$ cat src/rtl/seq_pkg.sv
// Shared definitions for the step sequencer: pattern entry layout
// (rest flag above the oscillator tuning increment) and FSM state encoding.
package seq_pkg;

  localparam int STEP_W   = 19;  // one pattern entry
  localparam int REST_BIT = 18;  // rest flag position within an entry
  localparam int INC_W    = 18;  // tuning increment width

  typedef enum logic {
    S_IDLE = 1'b0,
    S_RUN  = 1'b1
  } state_t;

  // Field order matches wr_data: bit 18 rest, bits 17:0 increment.
  typedef struct packed {
    logic             rest;
    logic [INC_W-1:0] inc;
  } step_t;

endpackage

$ cat src/rtl/step_sequencer_tempo_divider.sv
// tempo_divider: per-step clock counter with a wrap compare.
//   clk, rst    : clock, synchronous active-high reset
//   enable      : count this cycle
//   clear       : force the count to 0 (wins over enable)
//   period      : clocks per step minus 1
//   count       : current count within the step
//   tick        : combinational, high when an enabled count wraps this edge
module tempo_divider #(
  parameter int W = 24
) (
  input  logic         clk,
  input  logic         rst,
  input  logic         enable,
  input  logic         clear,
  input  logic [W-1:0] period,
  output logic [W-1:0] count,
  output logic         tick
);

  // >= rather than == so a period lowered below the current count still
  // wraps on the very next edge instead of running all the way around.
  assign tick = enable && (count >= period);

  always_ff @(posedge clk) begin
    if (rst)         count <= '0;
    else if (clear)  count <= '0;
    else if (enable) count <= tick ? '0 : count + W'(1);
  end

endmodule

$ cat src/rtl/step_sequencer.sv
// step_sequencer: STEPS-entry note pattern player. Each step lasts
// tempo_period+1 clocks; gate is high for the first gate_len clocks of
// non-rest steps. Pattern entries are flip-flops writable at any time.
//   clk, rst          : clock, synchronous active-high reset
//   start, stop       : playback control pulses (stop wins)
//   tempo_period      : clocks per step minus 1
//   gate_len          : clocks per step with gate high
//   wr_en/addr/data   : pattern write port, data = {rest, increment}
//   tuning_increment  : increment for the current step (registered)
//   gate, step_idx    : note-on and current step (registered)
//   running           : high while playing
//   step_tick         : one-cycle pulse on every step advance
module step_sequencer
  import seq_pkg::*;
#(
  parameter int STEPS   = 8,
  parameter int TEMPO_W = 24,
  localparam int AW     = $clog2(STEPS)
) (
  input  logic               clk,
  input  logic               rst,
  input  logic               start,
  input  logic               stop,
  input  logic [TEMPO_W-1:0] tempo_period,
  input  logic [TEMPO_W-1:0] gate_len,
  input  logic               wr_en,
  input  logic [AW-1:0]      wr_addr,
  input  logic [STEP_W-1:0]  wr_data,
  output logic [INC_W-1:0]   tuning_increment,
  output logic               gate,
  output logic [AW-1:0]      step_idx,
  output logic               running,
  output logic               step_tick
);

  state_t                    state;
  step_t [STEPS-1:0]         pattern;
  logic                      cur_rest;
  logic [TEMPO_W-1:0]        count;
  logic                      adv;
  logic                      run_go;
  logic [AW-1:0]             next_step;
  logic [AW-1:0]             load_addr;
  step_t                     load_val;

  assign run_go    = (state == S_RUN) && !start && !stop;
  assign next_step = step_idx + AW'(1);  // STEPS is a power of two: wraps
  assign load_addr = start ? '0 : next_step;

  // Write-first: a write landing on the entry being loaded is seen by the load.
  always_comb begin
    load_val = pattern[load_addr];
    if (wr_en && (wr_addr == load_addr)) load_val = step_t'(wr_data);
  end

  tempo_divider #(.W(TEMPO_W)) u_div (
    .clk    (clk),
    .rst    (rst),
    .enable (run_go),
    .clear  (start || stop),
    .period (tempo_period),
    .count  (count),
    .tick   (adv)
  );

  always_ff @(posedge clk) begin
    if (rst) begin
      state            <= S_IDLE;
      pattern          <= '0;
      cur_rest         <= 1'b0;
      step_idx         <= '0;
      tuning_increment <= '0;
      gate             <= 1'b0;
      running          <= 1'b0;
      step_tick        <= 1'b0;
    end else begin
      if (wr_en) pattern[wr_addr] <= step_t'(wr_data);
      step_tick <= 1'b0;
      if (stop) begin
        state   <= S_IDLE;
        gate    <= 1'b0;
        running <= 1'b0;
      end else if (start) begin
        state            <= S_RUN;
        running          <= 1'b1;
        step_idx         <= '0;
        tuning_increment <= load_val.inc;
        cur_rest         <= load_val.rest;
        gate             <= (gate_len != '0) && !load_val.rest;
      end else if (state == S_RUN) begin
        if (adv) begin
          step_idx         <= next_step;
          tuning_increment <= load_val.inc;
          cur_rest         <= load_val.rest;
          step_tick        <= 1'b1;
          gate             <= (gate_len != '0) && !load_val.rest;
        end else begin
          // Gate follows the count the divider will hold after this edge.
          gate <= ((count + TEMPO_W'(1)) < gate_len) && !cur_rest;
        end
      end else begin
        gate <= 1'b0;
      end
    end
  end

endmodule

$ cat config.mk
export PLATFORM = sky130hd
export DESIGN_NAME = step_sequencer
export DESIGN_NICKNAME = d
export VERILOG_FILES = /design/src/rtl/seq_pkg.sv /design/src/rtl/step_sequencer_tempo_divider.sv /design/src/rtl/step_sequencer.sv
export SDC_FILE = /design/constraint.sdc
export NUM_CORES = 1
export LEC_CHECK = 0
export ABC_AREA = 1
export CORE_MARGIN = 2
export CORE_UTILIZATION = 35
export DETAILED_ROUTE_END_ITERATION = 10
export PLACE_DENSITY_LB_ADDON = 0.25
export SKIP_CTS_REPAIR_TIMING = 1
export SKIP_LAST_GASP = 1
export SYNTH_ARGS = -nofsm -noshare
export SYNTH_HDL_FRONTEND = slang
export SYNTH_SLANG_ARGS = --single-unit
$ cat constraint.sdc
create_clock -name clk -period 3.6 [get_ports clk]
set_input_delay 1.08 -clock clk [delete_from_list [all_inputs] [get_ports clk]]
set_output_delay 1.08 -clock clk [all_outputs]
set_load 0.01 [all_outputs]
Word-level counts from Yosys, hierarchy flattened
Cells that the tools add are included.
- add/sub/neg operators: 2
- multiply operators: 0
- div/mod/pow operators: 0
- order comparisons: 5
- eq/ne operators: 1
- shift-type cells: 0
- multiplexer cells: 21
- bitwise operators: 2
- reduce and logical (&&, ||, !) cells: 19
- operator list (cell ; count):
    152-bit bitwise mux ; 1
    19-bit binary-select mux with 3-bit select ; 1
    19-bit demux with 3-bit select ; 1
    19-bit 2-to-1 mux ; 3
    18-bit 2-to-1 mux ; 3
    24-bit by 1-bit adder with 24-bit output (second input constant) ; 1
    24-bit >= comparator ; 1
    24-bit < comparator ; 1
    24-bit 2-to-1 mux ; 1
    24-bit nonzero test ; 1
    3-bit 2-to-1 mux ; 4
    3-bit by 4-bit < comparator with 1-bit output (second input constant) ; 2
    1-bit logical AND ; 7
    1-bit 2-to-1 mux ; 7
    1-bit logical NOT ; 4
    2-bit nonzero test ; 2
    2-bit OR reduction ; 2
    4-bit OR reduction ; 1
    3-bit by 1-bit adder with 3-bit output (second input constant) ; 1
    3-bit equality test ; 1
    3-bit by 1-bit >= comparator with 1-bit output (second input constant) ; 1
    3-bit AND reduction ; 1
    1-bit NOT ; 2
    1-bit logical OR ; 1
- register bits after elaboration: 201
- bits in latches: 0
- RAM bits: 0
- bits in read-only memories: 0
- input port bits: 75
- output and inout bits: 24
- logic and storage cells: 73
- memories: 0

Depth between registers and ports, before layout
- word-level depth: 10
- depth in mapped cells: 17
- mapped depth without buffers: 17

Cells and area by module
From an unflattened synthesis, not the netlist that was laid out.
- cells, all modules: 1588
- area, all modules: 10905.5 µm²
- by module, submodules not included (module ; times used ; cells an instance ; area each (µm²) ; sequential area each (µm²)):
    step_sequencer ; 1 ; 1302 ; 8987.4 ; 3543.4
    tempo_divider ; 1 ; 286 ; 1918.1 ; 480.5

Worst setup path after synthesis
Ideal clock, no wire load.
- path type: in2reg
- start: input port tempo_period[15]
- end: register step_idx[0]
- library setup time: 0.070 ns
- arrival time: 2.525 ns
- required time: 3.530 ns
- slack: 1.006 ns
- stages on the path: 11
- path buffers: 1
- cell sequence: inv_1 -> ha_1 -> a21o_1 -> nor2_1 -> nand2_1 -> a21oi_1 -> nand3_1 -> nand2_1 -> buf_2 -> nand2_1 -> a21oi_1
- word-level cells in the longest chain between the ends: 4
- RTL lines (element ; RTL line ; source):
    from (decl) ; step_sequencer.sv:24 ; input logic [TEMPO_W-1:0] tempo_period,
    24-bit >= comparator ; step_sequencer_tempo_divider.sv:22 ; assign tick = enable && (count >= period);
    1-bit logical AND ; step_sequencer_tempo_divider.sv:22 ;
    2-bit nonzero test (no line) ; - ;
    3-bit AND reduction (no line) ; - ;
    to (signal assigned) ; step_sequencer.sv:92 ; step_idx <= next_step;
    to (decl) ; step_sequencer.sv:31 ; output logic [AW-1:0] step_idx,
No other way between the ends.
A chain may end at the register's enable or synchronous reset.

Worst setup path in the final report
- start: register u_div.count[3]
- end: register gate
- word-level cells in the longest chain between the ends: 6
- elaborated cells on any way between the ends: 8
- those cells by class: add/sub (1); order compare (2); mux (3); reduce/logical (2)
- RTL lines (element ; RTL line ; source):
    from (decl) ; step_sequencer_tempo_divider.sv:16 ; output logic [W-1:0] count,
    from (signal assigned) ; step_sequencer_tempo_divider.sv:27 ; else if (enable) count <= tick ? '0 : count + W'(1);
    24-bit by 1-bit adder with 24-bit output ; step_sequencer.sv:99 ; gate <= ((count + TEMPO_W'(1)) < gate_len) && !cur_rest;
    24-bit < comparator ; step_sequencer.sv:99 ;
    1-bit logical AND ; step_sequencer.sv:99 ;
    1-bit 2-to-1 mux * ; step_sequencer.sv:91 ; if (adv) begin
    1-bit 2-to-1 mux * ; step_sequencer.sv:90 ; end else if (state == S_RUN) begin
    1-bit 2-to-1 mux * ; step_sequencer.sv:83 ; end else if (start) begin
    to (signal assigned) ; step_sequencer.sv:89 ; gate <= (gate_len != '0) && !load_val.rest;
    to (signal assigned) ; step_sequencer.sv:96 ; gate <= (gate_len != '0) && !load_val.rest;
    to (signal assigned) ; step_sequencer.sv:99 ;
    to (decl) ; step_sequencer.sv:30 ; output logic gate,
Every way passes the cells marked *; elsewhere a longest branch is shown, timed or not.

==> impl_metrics.py <==
metrics = {
    "global_routing": {
        "grt_pass1_vias": 9078,
        "grt_max_degree": 153,
        "globalRouteOverflowTotal": 0,
        "grt_antenna_before_repair": 0,
        "grt_pass1_wl_um": 48700,
        "track_usage_pct": 19.0,
    },
    "clocking": {
        "clk_latency_ps": 500,
        "numCtsBuffers": 23,
        "clk_pin_slew_ps": 60,
        "cts_htree_levels": 1,
        "cts.sinks": 201,
        "cts_tree": "built",
        "clockBufferDepth": 3,
        "clock-root-buffer": "clkbuf_16",
    },
    "worst_setup_path": {
        "cp_max_fo": 7,
        "rr_startpoint": "u_div.count[3]",
        "cp.arrival_ps": 3600,
        "max_stage_delay_ps": 450,
        "worstPathCellList": "inv_1, nor3_4, nand2_2, nor2_1, nand3_1, xnor2_2, ha_1, nand4_1, nor3_1, nand3_1, a21oi_1, nor2_1, nand2_1, a21oi_1",
        "required_ps": 4000,
        "critPathKind": "flip-flop to flip-flop",
        "crit_start": "u_div.count[3]",
        "slowest_stage": "dfxtp_1",
        "cp-end-kind": "flip-flop",
        "startpoint_type": "flip-flop",
    },
    "run": {
        "maxCapViolations": 0,
    },
    "sta": {
        "slew_headroom_pct": 39.1,
        "fin_crit_sh_pct": 88.8,
        "slew_violations": 0,
        "clock.fmax_mhz": 313,
        "setup_viol": 0,
        "layout_setup_ws_ps": 401,
        "rsz0062_at_grt": "no",
        "worst_pin_slew_ps": 913,
        "tns_ps": 0,
        "min_period_ps": 3200,
        "hold_violations": 0,
        "clock_skew_ps": 9.69,
    },
    "logic_synthesis": {
        "synthCells": 1548,
        "synth_nets": 1672,
        "ys_types": 36,
        "ys_ff_latch": 201,
        "syn_avg_cell_area_sq_um": 6.90,
        "ys_seq_area_share_pct": 37.7,
        "syn-cell-area_sq_um": 10700,
        "ys_warn_count": 0,
    },
    "power_and_ir_drop": {
        "power_w": 0.00516,
        "p_leak_nw": 5.27,
        "power.density_nw_per_um2": 408,
        "ir_drop_v": 0.000352,
    },
    "die": {
        "die_h_um": 179,
        "dieWidth_um": 179,
        "start_util_pct": 35.7,
        "coreArea_sq_um": 29900,
        "die_area_sq_um": 31900,
        "io_pins": 99,
        "num_rows": 63,
    },
    "placement": {
        "dp_worst_setup_slack_ps": 199,
        "gp_congestion": 0.840,
        "port_buffers": 98,
        "dp_cells": 1963,
        "dp_hpwl_um": 20600,
    },
    "routing": {
        "first_pass_iters": 5,
        "vias": 9890,
        "drtAntennaViolNets": 0,
        "drtIter0Drc": 626,
        "drc": 0,
        "wl_per_cell_um": 15.2,
        "wirelength_um": 30400,
        "routed_via_density": 4.94,
    },
    "final_layout": {
        "fillers": 3083,
        "nNetsFinal": 1722,
        "final_cells": 2002,
        "layout_common_cells": "nand2_1, dfxtp_1, a21oi_1",
        "fin_util_pct": 42.4,
        "layout_commonest_cell": "nand2_1",
        "final_layout_size_suffix_gt1_share_pct": 5.52,
        "diodes": 0,
        "syn_to_final_growth_pct": 18.6,
    },
    "worst_hold_path": {
        "hp-start": "pattern[127]",
        "min_path_type": "flip-flop to flip-flop",
    },
    "status": {
        "status": "finished clean",
    },
}
[where the power goes]
group	internal, W	switching (W)
Sequential	0.00229	0.0000260
Combinational	0.000222	0.000343
Clock	0.00137	0.000911
[per-layer routing]
| layer | part of all wire [%] | vias to the layer above | GRT usage [%] | wire, um |
|---|---|---|---|---|
| li1 | - | 5157 | - | - |
| met1 | 47 | 4487 | 25.5 | 14200 |
| met2 | 47 | 207 | 32.3 | 14200 |
| met3 | 4.5 | 39 | 2.35 | 1360 |
| met4 | 1.9 | 0 | 4.57 | 583 |
| met5 | 0 | - | 0 | 0 |
[registers in the layout, summed over array words and instances (netlist names)]
signal and cells:
u_div.count 24, gate 1, state 1, cur_rest 1, tuning_increment 18, pattern 152
step_tick 1, step_idx 3
[Yosys cell counts, drive strengths merged]
cell type | n | area (sq um)
a21boi | 1 | 7.51
a21o | 2 | 15.0
a21oi | 198 | 991
and2 | 1 | 6.26
buf | 47 | 262
clkbuf | 60 | 285
clkdlybuf4s15 | 1 | 10.0
clkinv | 3 | 11.3
dfxtp | 201 | 4020
ha | 49 | 613
inv | 192 | 721
nand2 | 244 | 923
nand3 | 91 | 495
nand4 | 14 | 87.6
nor2 | 177 | 686
nor3 | 9 | 56.3
nor4 | 1 | 6.26
o211ai | 38 | 285
o21a | 2 | 15.0
o21ai | 194 | 971
or2 | 1 | 6.26
xnor2 | 5 | 51.3
xor2 | 17 | 149
[logic make-up after synthesis]
logic type	synth area share (%)
adders and majority gates	5.74
xor gates and xnor gates	1.87
DFF	37.7
and+or+nand+nor	21.2
AOI/OAI and AO/OA	21.4
buffers and inverters	12.1
[through the flow]
step                area (sq um)  hold WS, ps
global placement           11900          433
detailed placement         11900          437
CTS                        12700          445
floorplan                  10700          424
global route               12700          460
finish                     12700          442
[area by class of cell]
type / count / area [sq um] / area share, %
Timing Repair Buffer: 133 / 1320 / 10.4
Multi-Input combinational cell: 1044 / 5370 / 42.4
Clock inverter: 3 / 40.0 / 0.316
Clock buffer: 36 / 684 / 5.41
Sequential cell: 201 / 4020 / 31.8
Inverter: 195 / 732 / 5.78
Tap cell: 390 / 488 / 3.85
[worst max-delay path: cells and delay by family (launching register included)]
family | cells | cell delay, ps
xor gates and xnor gates | 1 | 180
adders and majority gates | 1 | 320
DFF | 1 | 450
buffers and inverters | 1 | 110
and+or+nand+nor | 9 | 1680
AOI/OAI and AO/OA | 2 | 330
[worst paths after layout]
path                  end  slack (ps)  depth (start not counted)
max reg2reg          gate         400                         14
min reg2reg  pattern[127]         440                          2
max                  gate         400                         14
min          pattern[127]         440                          2
Power figures use the tool's default switching activity.
==> variant 1 (config.mk and constraints unchanged) <==
Make the reset (`rst`) asynchronous in 2 clocked blocks. Comments in the files are not updated.
--- a/src/rtl/step_sequencer_tempo_divider.sv
+++ b/src/rtl/step_sequencer_tempo_divider.sv
@@ -23,3 +23,3 @@
 
-  always_ff @(posedge clk) begin
+  always_ff @(posedge clk or posedge rst) begin
     if (rst)         count <= '0;
--- a/src/rtl/step_sequencer.sv
+++ b/src/rtl/step_sequencer.sv
@@ -65,3 +65,3 @@
 
-  always_ff @(posedge clk) begin
+  always_ff @(posedge clk or posedge rst) begin
     if (rst) begin
Formal check against the unedited RTL: differs if rst is asserted again (counterexample within 4 cycles, from zero or initial values and one cycle with rst high); with rst held inactive, the same outputs for 4 cycles.
==> variant 1 against the original RTL <==
- fmax rose by 4.2%
- final cell count shrank 8.6%
- design area increased by 1.6%
- synthesized cell count is 13% lower
- area after synthesis rose by 0.35%
- via count fell by 8.3%
- critical endpoint is now gate
- routed wire length fell by 1.5%
- die area is 0.34% higher
- sequential cell count unchanged
- critical path type unchanged
- setup slack improved by 130 ps
Power is not compared: it rests on default switching activity, and its combinational part moved more than twofold at a synthesized area within 25%.
==> variant 1: results (changes against the original RTL) <==
Status -> finished clean (unchanged)
Depth of the worst register-to-register path -> 19 (was 14)
Largest cells by area after synthesis -> dfrtp_1 47%, nand2_1 11%, o21ai_0 10% (was dfxtp_1 38%, a21oi_1 9.3%, o21ai_0 9.0%)
1st-iter DRT viols -> 664 (was 626)
Reg2Reg Setup Slack -> 530 ps (was 400 ps)
Clk slew on worst S/H paths -> 60 ps (about the same)
I/O Buffers -> 98 (unchanged)
Worst Path Arrival -> 3470 ps (was 3600 ps)
First-pass GRT wire length -> 47700 um (was 48700 um)
Clk buf depth -> 3 (unchanged)
GP Congestion -> 0.872 (was 0.840)
Async S/R FF share, synth -> 100% (was 0%)
Wirelength per Cell -> 16.4 um (was 15.2 um)
Post-DP HPWL -> 19500 um (was 20600 um)
Placed Instances -> 1789 (was 1963)
Post-synth cell types -> 37 (was 36)
Vias in the first global route -> 8839 (was 9078)
Max-slew headroom -> 54.2% (was 39.1%)
CTS root buffer -> clkbuf_16 (unchanged)
Avg Cell Area, Syn -> 7.98 um2 (was 6.90 um2)
Slowest-stage cell, CP -> dfrtp_1 (was dfxtp_1)
Hold depth -> 2 (unchanged)
Max-slew violation count -> 0 (unchanged)
# diodes -> 0 (unchanged)
WHS -> 479 ps (was 442 ps)
LEAKAGE -> 6.23 nW
YS warnings -> 0 (unchanged)
Max-cap violations -> 0 (unchanged)
Num CTS Buffers -> 23 (unchanged)
Proportion of layout cells with a drive suffix above 1 -> 6.07% (was 5.52%)
Biggest regs -> pattern: 152 flops, u_div.count: 24 flops, tuning_increment: 18 flops (unchanged)
Clock Latency Late Sink -> 530 ps (was 500 ps)
Crit path max fanout -> 7 (unchanged)
Clk_skew -> 16.9 ps (was 9.69 ps)
Pin count of the biggest net entering global routing -> 56 (was 153)
Initial antenna violation count -> 0 (unchanged)
Gr usage total -> 18.9% (was 19.0%)
Max H-tree Level -> 1 (unchanged)
Detailed-route via count -> 9071 (was 9890)
DR vias/cell -> 4.96 (was 4.94)
Syn nets -> 1466 (was 1672)
Post-synthesis sequential area ratio -> 46.9% (was 37.7%)
DP Area -> 0.0121 mm2 (was 0.0119 mm2)
VDD IR max -> 0.000325 V
DRT Pass-1 Iters -> 5 (unchanged)
Internal power -> 4.59 mW
HP Class -> register to register (unchanged)
Max stage delay on crit path -> 460 ps
Post-synth top cells -> 325 x nand2_1, 220 x o21ai_0, 201 x dfrtp_1 (was 241 x nand2_1, 201 x dfxtp_1, 198 x a21oi_1)
Final #Nets -> 1542 (was 1722)
Antenna-violating nets left -> 0 (unchanged)
==> variant 1: worst paths after layout <==
kind                                     start         endpoint
worst min-delay path               pattern[32]      pattern[32]
min in group asynchronous                  rst      pattern[92]
worst min register to register     pattern[32]      pattern[32]
worst max-delay path            u_div.count[0]             gate
max in group asynchronous                  rst  u_div.count[23]
worst max register to register  u_div.count[0]             gate
==> variant 1: power by group through the flow <==
stage	sequential (mW)	combinational (mW)	clock, mW
2_1_floorplan	2.89	0.835	0
3_3_place_gp	2.93	1.37	0
3_5_place_dp	2.93	1.38	0
4_1_cts	2.90	1.39	2.34
5_1_grt	2.94	1.57	2.43
6_report	2.89	1.38	2.29
==> variant 1: area by class of cell <==
class | count | area (um2)
fill | 3062 | 17500
sequential | 201 | 5030
multi-input combinational | 938 | 4830
timing repair buffer | 121 | 1240
clock buffer | 38 | 712
inverter | 133 | 518
tap | 396 | 495
clock inverter | 3 | 32.5
==> variant 1: routing by layer <==
layer  GRT usage, %  vias to the layer above  routed length [um]
met5              0                        -                   0
met4           4.17                        0                 566
met3           2.82                       41                1460
met2           31.6                      193               13900
met1           26.0                     4282               14000
li1               -                     4555                   -
==> variant 1: logic make-up after synthesis <==
| logic type | Yosys count | share of synthesized area, % |
|---|---|---|
| AOI/OAI and AO/OA | 321 | 16.5 |
| adders and majority gates | 49 | 5.72 |
| xor gates and xnor gates | 22 | 1.80 |
| and+or+nand+nor | 546 | 21.0 |
| DFF | 201 | 46.9 |
| buffers and inverters | 203 | 8.07 |
==> variant 1: through the flow <==
stage	setup WS (ps)	TNS (ps)
finish	530	0
global route	268	0
CTS	535	0
detailed placement	292	0
global placement	344	0
floorplan	-82.3	-16550
==> variant 1: critical path: cells and delay by family, from the launching register on <==
family | cells | cell delay [ps]
AO/OA/AOI/OAI | 1 | 40
XOR/XNOR | 1 | 210
adder cells (fa/ha/maj) | 2 | 490
buffers and inverters | 1 | 70
flip-flops | 1 | 460
AND/OR/NAND/NOR | 14 | 1670
==> variant 2 (same settings) <==
Made on the original files. `TEMPO_W`: 24 -> 48.
--- a/src/rtl/step_sequencer.sv
+++ b/src/rtl/step_sequencer.sv
@@ -16,3 +16,3 @@
   parameter int STEPS   = 8,
-  parameter int TEMPO_W = 24,
+  parameter int TEMPO_W = 48,
   localparam int AW     = $clog2(STEPS)
Interface: changed (resized gate_len and tempo_period); port bits go from 99 to 147. No check against the original RTL was run, so the function may have changed too.
==> variant 2 against the original RTL <==
- via count up 37%
- largest power group unchanged
- critical path depth up 6
- sequential cell count up 24
- design area up 29%
- final cell count up 34%
- power up 13%
- first-iteration DRC count up 79%
- setup slack worse by 49 ps
- routed wire length up 45%
- clock power up 12%
- area after synthesis up 26%
==> variant 2: results (changes against the original RTL) <==
Status -> finished clean (unchanged)
Syn nets -> 2269 (was 1672)
Final #Nets -> 2376 (was 1722)
Wirelength per Cell -> 16.4 um (was 15.2 um)
Gr usage total -> 21.4% (was 19.0%)
I/O Buffers -> 146 (was 98)
Cell count after synthesis -> 2049 (was 1548)
Biggest regs -> pattern: 152 flops, u_div.count: 48 flops, tuning_increment: 18 flops (was pattern: 152 flops, u_div.count: 24 flops, tuning_increment: 18 flops)
Worst Path Arrival -> 3690 ps (was 3600 ps)
Synth Area in Compound Gates -> 17.4% (was 21.4%)
VDD IR max -> 0.000403 V (was 0.000352 V)
Max H-tree Level -> 1 (unchanged)
LEAKAGE -> 7.32 nW (was 5.27 nW)
DR vias/cell -> 5.06 (was 4.94)
DP Area -> 0.0155 mm2 (was 0.0119 mm2)
Max stage delay on crit path -> 470 ps (was 450 ps)
Met3 usage in global routing -> 3.37% (was 2.35%)
M2 GR Usage -> 34.1% (was 32.3%)
Post-synth cell types -> 38 (was 36)
Num CTS Buffers -> 27 (was 23)
Non-filler cells, final -> 2686 (was 2002)
Proportion of layout cells with a drive suffix above 1 -> 5.25% (was 5.52%)
Post-synthesis adder-cell area fraction -> 9.00% (was 5.74%)
DP Worst Slack -> 98.7 ps (was 199 ps)
Post-synthesis xor/xnor area fraction -> 3.15% (was 1.87%)
Worst Max-Slew Pin Slew -> 899 ps (was 913 ps)
GR met1 Demand/Resource -> 29.6% (was 25.5%)
Clock Latency Late Sink -> 550 ps (was 500 ps)
Pin count of the biggest net entering global routing -> 155 (was 153)
Clk_skew -> 13.6 ps (was 9.69 ps)
1st-iter DRT viols -> 1118 (was 626)
First-pass GRT wire length -> 70000 um (was 48700 um)
Post-synth top cells -> 408 x nor2_1, 360 x nand2_1, 230 x o21ai_0 (was 241 x nand2_1, 201 x dfxtp_1, 198 x a21oi_1)
Post-synthesis sequential area ratio -> 33.4% (was 37.7%)
## variant 2: cell types whose count changed after synthesis, sizes merged, moves of 17 or more
cell	unedited run	this run
dfxtp	201	225
inv	192	215
xor2	17	34
nand2	244	364
ha	49	97
nor2	177	419
o21ai	194	237
a21oi	198	164
## variant 2: logic make-up (layout without fill, tap and decap cells)
group / Yosys count / count (layout)
flops: 225 / 225
compound gates: 445 / 445
buf+inv: 332 / 456
fa+ha+maj: 97 / 97
other cells: 0 / 2
simple gates: 904 / 904
xor+xnor: 46 / 46
## variant 2: critical path: cells and delay by family (launching register included)
kind	cells	cell delay, ps
compound gates	1	60
xor+xnor	1	190
fa+ha+maj	2	510
buf+inv	3	290
flops	1	470
simple gates	13	1620
## variant 2: report_power, final
part / internal [mW] / leakage, nW / total, mW / switching (mW)
sequential: 2.56 / 1.82 / 2.59 / 0.0301
combinational: 0.281 / 5.09 / 0.686 / 0.405
clock: 1.48 / 0.402 / 2.56 / 1.08
## variant 2: final timing paths
path | cells after the start | endpoint | from | slack [ps]
max | 20 | gate | u_div.count[0] | 350
min | 2 | pattern[120] | pattern[120] | 450
max reg2reg | 20 | gate | u_div.count[0] | 350
min reg2reg | 2 | pattern[120] | pattern[120] | 450
## variant 2: final cells by class
class                   instances  area [um2]  area share (%)
diodes                          2        5.00          0.0307
clock buffers                  42         782            4.79
clock inverters                 4        35.0           0.215
inverters                     222         833            5.10
multi-input cells            1492        7670            47.0
flip-flops and latches        225        4500            27.6
well taps                     511         639            3.92
repair buffers                188        1850            11.3
## variant 2: layer usage
metal	share of wire (%)	wire, um
met5	0.027	12
met4	3.1	1380
met3	7.4	3250
met2	44	19400
met1	46	20100
